File: config.mk
export PLATFORM = sky130hd
export DESIGN_NAME = vga_timing_gen
export DESIGN_NICKNAME = d
export VERILOG_FILES = /design/src/rtl/vga_pkg.sv /design/src/rtl/pix_tick_gen.sv /design/src/rtl/vga_timing_gen.sv
export SDC_FILE = /design/constraint.sdc
export NUM_CORES = 1
export LEC_CHECK = 0
export ABC_CLOCK_PERIOD_IN_PS = 4400
export BUFFER_PORTS_ARGS = -buffer_cell sky130_fd_sc_hd__clkbuf_2
export CORE_ASPECT_RATIO = 0.5
export CORE_MARGIN = 4
export CORE_UTILIZATION = 44
export DETAILED_ROUTE_END_ITERATION = 7
export SYNTH_ARGS = -nofsm -noshare
export SYNTH_HDL_FRONTEND = slang
export SYNTH_HIERARCHICAL = 1
export SYNTH_SLANG_ARGS = --single-unit
File: constraint.sdc
create_clock -name clk -period 4.4 [get_ports clk]
set_input_delay 0.44 -clock clk [delete_from_list [all_inputs] [get_ports clk]]
set_output_delay 0.44 -clock clk [all_outputs]
set_load 0.05 [all_outputs]
File: src/rtl/vga_pkg.sv
// Shared VGA raster definitions: default 640x480@60 timing, coordinate width,
// colour constants and the position-to-sync/visible decode used by the timing block.
package vga_pkg;

  localparam int COORD_W = 10;

  localparam int H_TOTAL_DEF     = 800;
  localparam int H_SYNC_DEF      = 96;
  localparam int H_ACT_START_DEF = 144;
  localparam int H_ACT_END_DEF   = 784;
  localparam int V_TOTAL_DEF     = 525;
  localparam int V_SYNC_DEF      = 2;
  localparam int V_ACT_START_DEF = 35;
  localparam int V_ACT_END_DEF   = 515;
  localparam int CLK_DIV_DEF     = 4;

  typedef logic [COORD_W-1:0] coord_t;
  typedef logic [11:0]        rgb_t;

  localparam rgb_t BLACK = 12'h000;
  localparam rgb_t WHITE = 12'hfff;

  typedef struct packed {
    logic h_sync;
    logic v_sync;
    logic bright;
  } decode_t;

  // Sync pulses are active low at the start of each line/frame; all compares unsigned.
  function automatic decode_t decode_pos(
    input coord_t h,
    input coord_t v,
    input coord_t h_sync_len,
    input coord_t h_act_start,
    input coord_t h_act_end,
    input coord_t v_sync_len,
    input coord_t v_act_start,
    input coord_t v_act_end
  );
    decode_t d;
    d.h_sync = !(h < h_sync_len);
    d.v_sync = !(v < v_sync_len);
    d.bright = (h >= h_act_start) && (h < h_act_end) &&
               (v >= v_act_start) && (v < v_act_end);
    return d;
  endfunction

endpackage

File: src/rtl/pix_tick_gen.sv
// Pixel-rate strobe: divides clk by CLK_DIV and emits a registered one-cycle pulse
// in the cycle after the divider reaches its last count.
module pix_tick_gen #(
  parameter int CLK_DIV = 4
) (
  input  logic clk,
  input  logic rst_n,
  output logic pix_tick
);

  localparam int DIV_W = (CLK_DIV > 1) ? $clog2(CLK_DIV) : 1;
  localparam logic [DIV_W-1:0] DIV_LAST = DIV_W'(CLK_DIV - 1);

  logic [DIV_W-1:0] div_cnt_reg;
  logic [DIV_W-1:0] div_cnt_next;
  logic             div_last;
  logic             pix_tick_reg;

  assign div_last     = (div_cnt_reg == DIV_LAST);
  assign div_cnt_next = div_last ? '0 : div_cnt_reg + 1'b1;

  always_ff @(posedge clk) begin
    if (!rst_n) begin
      div_cnt_reg  <= '0;
      pix_tick_reg <= 1'b0;
    end else begin
      div_cnt_reg  <= div_cnt_next;
      pix_tick_reg <= div_last;
    end
  end

  assign pix_tick = pix_tick_reg;

endmodule

File: src/rtl/vga_timing_gen.sv
// VGA raster timing: pixel/line counters advanced by pix_tick, with sync, visible
// window and frame-start flags registered alongside so all outputs stay aligned.
module vga_timing_gen
  import vga_pkg::*;
#(
  parameter int CLK_DIV     = CLK_DIV_DEF,
  parameter int H_TOTAL     = H_TOTAL_DEF,
  parameter int H_SYNC      = H_SYNC_DEF,
  parameter int H_ACT_START = H_ACT_START_DEF,
  parameter int H_ACT_END   = H_ACT_END_DEF,
  parameter int V_TOTAL     = V_TOTAL_DEF,
  parameter int V_SYNC      = V_SYNC_DEF,
  parameter int V_ACT_START = V_ACT_START_DEF,
  parameter int V_ACT_END   = V_ACT_END_DEF
) (
  input  logic               clk,
  input  logic               rst_n,
  output logic               pix_tick,
  output logic [COORD_W-1:0] hCount,
  output logic [COORD_W-1:0] vCount,
  output logic               hSync,
  output logic               vSync,
  output logic               bright,
  output logic               frame_start
);

  localparam coord_t H_LAST = coord_t'(H_TOTAL - 1);
  localparam coord_t V_LAST = coord_t'(V_TOTAL - 1);

  coord_t  h_count_reg, h_count_next;
  coord_t  v_count_reg, v_count_next;
  logic    h_wrap, v_wrap;
  decode_t dec_next;
  logic    h_sync_reg, v_sync_reg, bright_reg, frame_start_reg;

  pix_tick_gen #(
    .CLK_DIV (CLK_DIV)
  ) u_pix_tick_gen (
    .clk      (clk),
    .rst_n    (rst_n),
    .pix_tick (pix_tick)
  );

  assign h_wrap = (h_count_reg == H_LAST);
  assign v_wrap = (v_count_reg == V_LAST);

  always_comb begin
    h_count_next = h_count_reg;
    v_count_next = v_count_reg;
    if (pix_tick) begin
      if (h_wrap) begin
        h_count_next = '0;
        v_count_next = v_wrap ? '0 : v_count_reg + 1'b1;
      end else begin
        h_count_next = h_count_reg + 1'b1;
      end
    end
  end

  // Decode the position that will be presented next cycle so flags never lag the counters.
  always_comb begin
    dec_next = decode_pos(h_count_next, v_count_next,
                          coord_t'(H_SYNC), coord_t'(H_ACT_START), coord_t'(H_ACT_END),
                          coord_t'(V_SYNC), coord_t'(V_ACT_START), coord_t'(V_ACT_END));
  end

  always_ff @(posedge clk) begin
    if (!rst_n) begin
      h_count_reg     <= '0;
      v_count_reg     <= '0;
      h_sync_reg      <= 1'b0;
      v_sync_reg      <= 1'b0;
      bright_reg      <= 1'b0;
      frame_start_reg <= 1'b0;
    end else begin
      h_count_reg     <= h_count_next;
      v_count_reg     <= v_count_next;
      h_sync_reg      <= dec_next.h_sync;
      v_sync_reg      <= dec_next.v_sync;
      bright_reg      <= dec_next.bright;
      frame_start_reg <= pix_tick && h_wrap && v_wrap;
    end
  end

  assign hCount      = h_count_reg;
  assign vCount      = v_count_reg;
  assign hSync       = h_sync_reg;
  assign vSync       = v_sync_reg;
  assign bright      = bright_reg;
  assign frame_start = frame_start_reg;

endmodule

==> run summary, run 1 <==
CTS tree -> done
post-CTS sizing -> 0
Fin Setup TNS -> 0 ps
# Max-Cap Violations -> 0
Clock transition at path regs -> 100 ps
die height -> 50.5 µm
Critical Path Sink Type -> register
Post-Syn Nets -> 185
kind of critical path -> reg2reg
Required @ worst endpoint -> 4580 ps
Slew Limit Fails -> 0
max_slew headroom -> 0.506
fmax -> 388 MHz
Pleak -> 0.671 nW
via count -> 1391
Initial DRT Pass Iterations -> 4
YS warnings -> 6
final-report hold violation count -> 0
number of cell rows -> 15
Fill cells -> 365
Compound-Gate Fraction of Synth Area -> 0.173
RSZ-0062 raised after global routing -> false
post-route minimum period -> 2570 ps
largest family of logic cells by synthesized area -> simple AND/OR/NAND/NOR gates
setup bufs post-CTS -> 0
Cell Area, Synth -> 0.00159 mm²
IO Pins -> 27
Post-DRT Antenna Nets -> 0
initial antenna violation count -> 0
number of hold buffers added after CTS -> 0
Worst Path Max Fanout -> 16
Setup Skew -> 8.90 ps
Root Driver -> clkbuf_8
Max Root-Sink Buffers -> 2
Hold Crit Class -> reg2reg
layout cells sized above 1 -> 0.238
GRT Total Usage -> 0.153
synthesized area per cell -> 8.87 µm²
Worst EP arrival -> 2750 ps
DRT Wirelength -> 3.37 mm
outcome -> finished, final reports clean
antenna fix cells -> 0
Post-Synth Simple-Gate Area -> 0.329
Pwr Total -> 407 µW
Seq/Total Area, Yosys -> 0.340
final setup vio count -> 0
Clock Latency Late Sink -> 280 ps
first-pass GRT wire length -> 5.86 mm
Placeable Area -> 0.00345 mm²
worst slew pin tran -> 734 ps
PD cells -> 233 mW/mm²
drt wl/cell -> 13.3 µm
number of port buffers -> 26
FF+latch count, synth -> 27
number of distinct library cells after synthesis -> 53
Post-Synth XOR/XNOR Area -> 0.0552
Initial Util -> 0.460
full die area -> 0.00469 mm²
Mapped Cells -> 179
peak supply drop -> 0.102 mV
Area growth syn-to-layout -> 9.85%
DR vias/cell -> 5.50
Initial DRC Count -> 72
Primary FF master, synth -> dfxtp_1
clk sinks -> 27
pin count of the biggest net entering global routing -> 20
vias in the first global route -> 1237
worst hold slack -> 443 ps
CTS Buf Count -> 3
gr ovfl total -> 0
Startpoint Class -> register
HPWL after detailed placement -> 2.49 mm
GP Congestion -> 0.819
mux cell area share after synthesis -> 0.00630
fin crit share -> 0.585
post-synthesis adder-cell area fraction -> 0.0315
Die Span X -> 93.0 µm
Final nets -> 209
Post-synth EDFFs -> 0
Async SR Flop Fraction -> 0
H-tree Lvls -> 1
DRC -> 0
per-layer routing:
layer  wire, µm  GRT usage  vias to the layer above
met1       1710      0.227                      648
li1           -          -                      707
met2       1460      0.232                       36
met3        204     0.0419                        0
met5          0          0                        -
met4          0    0.00730                        0
cell usage after synthesis (4+ instances only):
cell type,count,area share
inv_1,5,0.012
nor3_1,7,0.022
ha_1,4,0.032
nand3_1,4,0.013
a21oi_1,8,0.025
o21ai_0,8,0.025
nand4_1,9,0.035
nor2b_1,6,0.024
and2_1,6,0.024
dfxtp_1,27,0.34
xnor2_1,7,0.039
nand2_1,15,0.035
nor2_1,14,0.033
power by group:
group	switching (mW)	internal, mW	leakage [nW]
Combinational	0.00830	0.00505	0.427
Clock	0.0805	0.0636	0.0255
Sequential	0.00228	0.247	0.218
through the flow:
| step | setup slack [ps] | area [µm²] | util | instances |
|---|---|---|---|---|
| 2_1_floorplan | 1670 | 1590 | - | 179 |
| 3_3_place_gp | 1900 | 1700 | 0.492 | 249 |
| 3_5_place_dp | 1820 | 1700 | 0.492 | 249 |
| 4_1_cts | 1820 | 1740 | 0.505 | 253 |
| 5_1_grt | 1530 | 1740 | 0.505 | 253 |
| 6_report | 1830 | 1740 | 0.505 | 253 |
layout make-up:
class / instances / area (µm²) / share of cell area
clock buffer: 3 / 41.3 / 0.0237
timing repair buffer: 26 / 130 / 0.0746
clock inverter: 1 / 5.00 / 0.00287
tap: 51 / 63.8 / 0.0366
multi-input combinational: 140 / 945 / 0.542
inverter: 5 / 18.8 / 0.0108
sequential: 27 / 541 / 0.310
layout by cell type, fill, tap and decap left out, types with 3 or more instances in the layout:
cell type,netlist,layout
xor2_1,3,3
and3b_1,3,3
ha_1,4,4
o21ai_0,8,8
nor3_1,7,7
nor4_1,3,3
a21boi_0,3,3
nor2_1,14,14
and3_1,3,3
xnor2_1,7,7
and2_1,6,6
clkbuf_2,0,26
or3_1,3,3
dfxtp_1,27,27
nand3_1,4,4
clkbuf_8,1,3
nor2b_1,6,6
nand4_1,9,9
inv_1,5,5
nand2_1,15,15
a21oi_1,8,8
worst max-delay path, stage by stage, from the launching register on:
cell,delay [ps]
dfxtp_1,410
ha_1,230
and4_4,280
nand4_4,230
o311ai_0,480
nand4_1,150
or3_1,350
a2111oi_2,340
final timing paths:
path	endpoint	startpoint	cells after the start	slack [ps]
max	bright	hCount[0]	7	1830
min	u_pix_tick_gen/div_cnt_reg[0]	u_pix_tick_gen/div_cnt_reg[0]	1	440
max reg2reg	bright	hCount[0]	7	1830
min reg2reg	u_pix_tick_gen/div_cnt_reg[0]	u_pix_tick_gen/div_cnt_reg[0]	1	440
logic make-up (layout without fill, tap and decap cells):
| kind of cell | Yosys count | in the layout |
|---|---|---|
| and+or+nand+nor | 87 | 87 |
| AOI/OAI and AO/OA | 38 | 38 |
| DFF | 27 | 27 |
| buffers and inverters | 12 | 35 |
| xor gates and xnor gates | 10 | 10 |
| adders and majority gates | 4 | 4 |
| muxes | 1 | 1 |
No activity file was read; power rests on OpenSTA's default activity.
==> inputs of run 2 (changes only) <==
- ABC_CLOCK_PERIOD_IN_PS: 4400 -> 2230
- PLACE_DENSITY: default -> 0.67
- clock period: 4.4 -> 2.23 ns (I/O delays scaled with it)
==> run summary, run 2 (synthesized netlist as in run 1, its figures left out) <==
outcome -> complete, but fails checks
failing checks -> setup timing
peak supply drop -> 0.248 mV (+140%)
Startpoint Class -> register
Post-DRT Antenna Nets -> 0 (unchanged)
area post-placement -> 0.00186 mm² (+9.5%)
fmax -> 447 MHz (+15%)
Setup Skew -> 1.36 ps (-7.54 ps)
number of cell rows -> 15 (unchanged)
Worst EP arrival -> 2420 ps (-330 ps)
fin crit share -> 1.00 (+0.417)
HPWL after detailed placement -> 2.70 mm (+8.2%)
Pleak -> 0.816 nW (+22%)
gr ovfl total -> 0 (unchanged)
post-route minimum period -> 2240 ps (-339 ps)
layout cells sized above 1 -> 0.442 (+0.205)
pin count of the biggest net entering global routing -> 20 (unchanged)
worst slew pin tran -> 456 ps (-278 ps)
H-tree Lvls -> 1 (unchanged)
commonest non-fill, non-tap cell in the layout -> clkbuf_2
vias in the first global route -> 1290 (+4.3%)
Place WS -> 3.80 ps (-1810 ps)
drt wl/cell -> 14.2 µm (+6.3%)
Top Family by Delay on Critical Path -> simple AND/OR/NAND/NOR gates
Initial Util -> 0.460 (unchanged)
DR vias/cell -> 5.54 (+0.73%)
Area growth syn-to-layout -> 32.1%
antenna fix cells -> 0 (unchanged)
final core occ -> 0.607 (+0.102)
CP Buf/Inv Count -> 0 (unchanged)
max_slew headroom -> 0.693 (+0.187)
post-route insts no fill -> 277 (+9.5%)
first-pass GRT wire length -> 6.17 mm (+5.3%)
PD cells -> 380 mW/mm² (+63%)
Max Root-Sink Buffers -> 2 (unchanged)
initial antenna violation count -> 0 (unchanged)
Fill cells -> 300 (-18%)
CTS Buf Count -> 3 (unchanged)
Worst Path Max Fanout -> 7 (-9)
CP max stage cell -> or4_4
Root Driver -> clkbuf_8
Critical Path Sink Type -> register
kind of critical path -> reg2reg
RSZ-0062 raised after global routing -> true
IO Pins -> 27 (unchanged)
Pwr Total -> 798 µW (+96%)
most frequent cells in the layout -> 26 x clkbuf_2, 24 x buf_4, 15 x nand2_1, 14 x nor2_1, 11 x dfxtp_1
post-route cell area -> 0.00210 mm² (+20%)
Hold Crit Class -> in2reg
GP Congestion -> 0.876 (+7.0%)
# Max-Cap Violations -> 0 (unchanged)
worst-path cell chain -> or2_4, or4_4, a21oi_4, o211ai_2, or3_4, a2111oi_4
CP max stage delay -> 560 ps (+80 ps)
Clock transition at path regs -> 90 ps (about the same)
Required @ worst endpoint -> 2410 ps (-2170 ps)
final setup vio count -> 1 (+1)
Final nets -> 233 (+11%)
number of port buffers -> 26 (unchanged)
Slew Limit Fails -> 0 (unchanged)
final-report hold violation count -> 0 (unchanged)
DP Cell Count -> 259 (+4.0%)
DRT Wirelength -> 3.93 mm (+16%)
DRC -> 0 (unchanged)
Die Span X -> 93.0 µm (unchanged)
die height -> 50.5 µm (unchanged)
full die area -> 0.00469 mm² (unchanged)
clk sinks -> 27 (unchanged)
Clock Latency Late Sink -> 270 ps (about the same)
CTS tree -> done
final worst slack -> -5.90 ps (-1830 ps)
worst hold slack -> 378 ps (-64.9 ps)
Initial DRC Count -> 58 (-19%)
Initial DRT Pass Iterations -> 4 (unchanged)
via count -> 1534 (+10%)
Placeable Area -> 0.00345 mm² (unchanged)
GRT Total Usage -> 0.163 (+0.00999)
Fin Setup TNS -> -5.90 ps (-5.90 ps)
run 2: worst paths after layout:
check,from,slack (ps),end,cells past startpoint
hold / removal,rst_n,380,vCount[2],2
setup reg to reg,hCount[6],-6,bright,6
setup / recovery,hCount[6],-6,bright,6
hold reg to reg,u_pix_tick_gen/div_cnt_reg[0],460,u_pix_tick_gen/div_cnt_reg[0],1
run 2: worst register-to-register path, cell delays in order, from the launching register on:
cell and delay, ps:
dfxtp_4 380, or2_4 280, or4_4 560, a21oi_4 140
o211ai_2 100, or3_4 360, a2111oi_4 330
run 2: final cells by class:
class / count / area, µm² / area share
Multi-Input combinational cell: 140 / 1080 / 0.514
Tap cell: 51 / 63.8 / 0.0304
Sequential cell: 27 / 581 / 0.277
Clock buffer: 3 / 41.3 / 0.0197
Timing Repair Buffer: 50 / 310 / 0.148
Inverter: 5 / 18.8 / 0.00895
Clock inverter: 1 / 5.00 / 0.00239
run 2: metal layers:
layer / vias up / track usage / wire [µm]
met1: 724 / 0.230 / 1910
met3: 4 / 0.0404 / 214
met4: 0 / 0.0316 / 45
met2: 51 / 0.255 / 1750
li1: 755 / - / -
met5: - / 0 / 0
run 2: where the power goes:
group	internal, mW	total [mW]	switching (mW)	leakage (nW)
registers	0.479	0.483	0.00397	0.229
clock network	0.125	0.284	0.159	0.0255
logic	0.0120	0.0303	0.0183	0.562
total	0.616	0.798	0.181	0.816
run 2: timing repair:
action                     in CTS  in global routing
setup buffers                   3                 11
hold endpoints to repair        0                  0
hold buffers                    0                  0
setup endpoints to repair       1                  1
gates cloned                    0                  0
pin swaps                       1                 11
gates resized for setup         1                 15
==> inputs of run 3 (changes only) <==
- GPL_TIMING_DRIVEN: default -> 1
- PLACE_DENSITY: 0.67 -> 0.68
- SYNTH_HIERARCHICAL: 1 -> default
==> run summary, run 3 <==
outcome -> complete, but fails checks
failing checks -> setup timing
Hold Crit Class -> in2reg
Initial DRT Pass Iterations -> 4 (unchanged)
Compound-Gate Fraction of Synth Area -> 0.163 (-0.0102)
HPWL after detailed placement -> 2.74 mm (+1.6%)
Post-synth EDFFs -> 0 (unchanged)
number of port buffers -> 26 (unchanged)
proportion of netlist area held by the largest area contributor -> 0.349 (+0.00852)
synthesized area per cell -> 9.01 µm² (+1.5%)
post-route minimum period -> 2300 ps (+63.3 ps)
IO Pins -> 27 (unchanged)
Cell Area, Synth -> 0.00155 mm² (-2.4%)
Critical Path Sink Type -> register
full die area -> 0.00459 mm² (-2.1%)
DR vias/cell -> 5.37 (-3.1%)
antenna fix cells -> 0 (unchanged)
Post-Synth XOR/XNOR Area -> 0.0565 (+0.00138)
FF+latch count, synth -> 27 (unchanged)
Clock Latency Late Sink -> 270 ps (about the same)
mux cell area share after synthesis -> 0.00646 (+0.000158)
most frequent cell after synthesis -> dfxtp_1
DRT Wirelength -> 3.77 mm (-4.0%)
max_slew headroom -> 0.698 (+0.00423)
Mapped Cells -> 172 (-3.9%)
drt wl/cell -> 14.2 µm (+0.32%)
most frequent cells in the layout -> 26 x clkbuf_2, 23 x buf_4, 17 x nor2_1, 16 x nand2_1, 13 x dfxtp_2
Post-Synth Simple-Gate Area -> 0.321 (-0.00793)
final worst slack -> -69.2 ps (-63.3 ps)
final core occ -> 0.626 (+0.0183)
Slew Limit Fails -> 0 (unchanged)
peak supply drop -> 0.177 mV (-29%)
Clock transition at path regs -> 90 ps (about the same)
YS warnings -> 0 (-6)
commonest non-fill, non-tap cell in the layout -> clkbuf_2
GRT Total Usage -> 0.165 (+0.00133)
post-synthesis adder-cell area fraction -> 0.0323 (+0.000789)
Pwr Total -> 881 µW (+10%)
number of hold buffers added after CTS -> 0 (unchanged)
Area growth syn-to-layout -> 28.8%
Worst EP arrival -> 2500 ps (+80 ps)
kind of critical path -> reg2reg
Required @ worst endpoint -> 2430 ps (+20 ps)
worst hold slack -> 385 ps (+6.81 ps)
Post-DRT Antenna Nets -> 0 (unchanged)
Die Span X -> 91.9 µm (-1.1%)
Seq/Total Area, Yosys -> 0.349 (+0.00852)
vias in the first global route -> 1298 (+0.62%)
gr ovfl total -> 0 (unchanged)
Initial DRC Count -> 32 (-45%)
RSZ-0062 raised after global routing -> true
largest family of logic cells by synthesized area -> simple AND/OR/NAND/NOR gates
initial antenna violation count -> 0 (unchanged)
Final nets -> 224 (-3.9%)
Place WS -> 5.92 ps (+2.13 ps)
CTS tree -> done
# Max-Cap Violations -> 0 (unchanged)
layout cells sized above 1 -> 0.438 (-0.00469)
Root Driver -> clkbuf_8
clk sinks -> 27 (unchanged)
DP Cell Count -> 257 (-0.77%)
register-to-register setup slack -> -70 ps (-60 ps)
number of distinct library cells after synthesis -> 58 (+9.4%)
final-report hold violation count -> 0 (unchanged)
Pleak -> 0.812 nW (-0.57%)
fin crit share -> 1.03 (+0.0284)
post-route insts no fill -> 265 (-4.3%)
H-tree Lvls -> 1 (unchanged)
Async SR Flop Fraction -> 0 (unchanged)
final setup vio count -> 1 (unchanged)
synth cell count leaders -> 27 x dfxtp_1, 17 x nor2_1, 16 x nand2_1, 7 x nand3_1
GP Congestion -> 0.914 (+4.3%)
worst slew pin tran -> 450 ps (-5.61 ps)
CTS Buf Count -> 3 (unchanged)
Worst Path Max Fanout -> 4 (-3)
Synth area leaders -> dfxtp_1 35%, nor2_1 4.1%, nand2_1 3.9%
Fill cells -> 278 (-7.3%)
fmax -> 435 MHz (-2.8%)
pin count of the biggest net entering global routing -> 19 (-5.0%)
die height -> 50.0 µm (-1.0%)
DRC -> 0 (unchanged)
via count -> 1422 (-7.3%)
Initial Util -> 0.486 (+0.0261)
Placeable Area -> 0.00319 mm² (-7.7%)
Max Root-Sink Buffers -> 2 (unchanged)
Setup Skew -> 1.69 ps (+0.323 ps)
Startpoint Class -> register
PD cells -> 442 mW/mm² (+16%)
first-pass GRT wire length -> 6.12 mm (-0.78%)
Post-Syn Nets -> 178 (-3.8%)
largest area contributor in the netlist -> dfxtp_1
Primary FF master, synth -> dfxtp_1
number of cell rows -> 14 (-1)
[run 3: changes by cell type after synthesis, sizes merged, moves of 3 or more]
cell / previous run / this run
nand3: 4 / 7
nor2: 14 / 17
and2: 8 / 4
and4: 2 / 5
o21ai: 8 / 2
nand4: 11 / 4
a21oi: 9 / 4
nor4: 3 / 6
nor3: 7 / 4
buf: 3 / 6
[run 3: repair_timing]
item,CTS,global route
gates resized for setup,4,6
pin swaps,0,9
buffers inserted,1,4
setup endpoints to repair,1,2
hold endpoints to repair,0,0
[run 3: area by class of cell]
| type | instances | area (µm²) | area share |
|---|---|---|---|
| timing repair buffer | 51 | 334 | 0.168 |
| clock buffer | 4 | 45.0 | 0.0226 |
| sequential | 27 | 572 | 0.287 |
| multi-input combinational | 129 | 961 | 0.482 |
| inverter | 6 | 22.5 | 0.0113 |
| tap | 48 | 60.1 | 0.0301 |
[run 3: metal layers]
| layer | wire length (µm) | track usage | vias to the layer above |
|---|---|---|---|
| met5 | 0 | 0 | - |
| met4 | 11 | 0.0246 | 0 |
| met3 | 154 | 0.0471 | 2 |
| met2 | 1740 | 0.268 | 26 |
| met1 | 1860 | 0.221 | 679 |
| li1 | - | - | 715 |
[run 3: path summary, 6_finish.rpt]
kind | endpoint | from | depth (start not counted)
worst max-delay path | bright | hCount[7] | 7
worst min-delay path | vCount[6] | rst_n | 2
worst max register to register | bright | hCount[7] | 7
worst min register to register | u_pix_tick_gen.div_cnt_reg[0] | u_pix_tick_gen.div_cnt_reg[0] | 1
[run 3: kinds of logic (layout without fill, tap and decap cells)]
kind of cell / after synthesis / count (layout)
XOR/XNOR: 10 / 10
adder cells (fa/ha/maj): 4 / 4
AND/OR/NAND/NOR: 84 / 84
buffers and inverters: 16 / 61
flip-flops: 27 / 27
multiplexers: 1 / 1
AO/OA/AOI/OAI: 30 / 30
[run 3: critical path, cell delays in order (launching register included)]
cell	delay, ps
dfxtp_2	340
nor4b_4	330
buf_4	200
nand4_4	140
a2111oi_4	420
o211ai_2	150
or4_4	430
a211oi_2	210
[run 3: report_power, final]
group / total [mW] / internal, mW / switching, mW
registers: 0.501 / 0.491 / 0.0108
logic: 0.0989 / 0.0390 / 0.0599
clock network: 0.280 / 0.128 / 0.152
total: 0.881 / 0.658 / 0.223
[run 3: stage by stage]
| step | TNS (ps) | area (µm²) |
|---|---|---|
| 6_report | -69.2 | 1990 |
| 5_1_grt | -170 | 1990 |
| 4_1_cts | 0 | 1930 |
| 3_5_place_dp | 0 | 1870 |
| 3_3_place_gp | 0 | 1870 |
| 2_1_floorplan | -61.6 | 1600 |
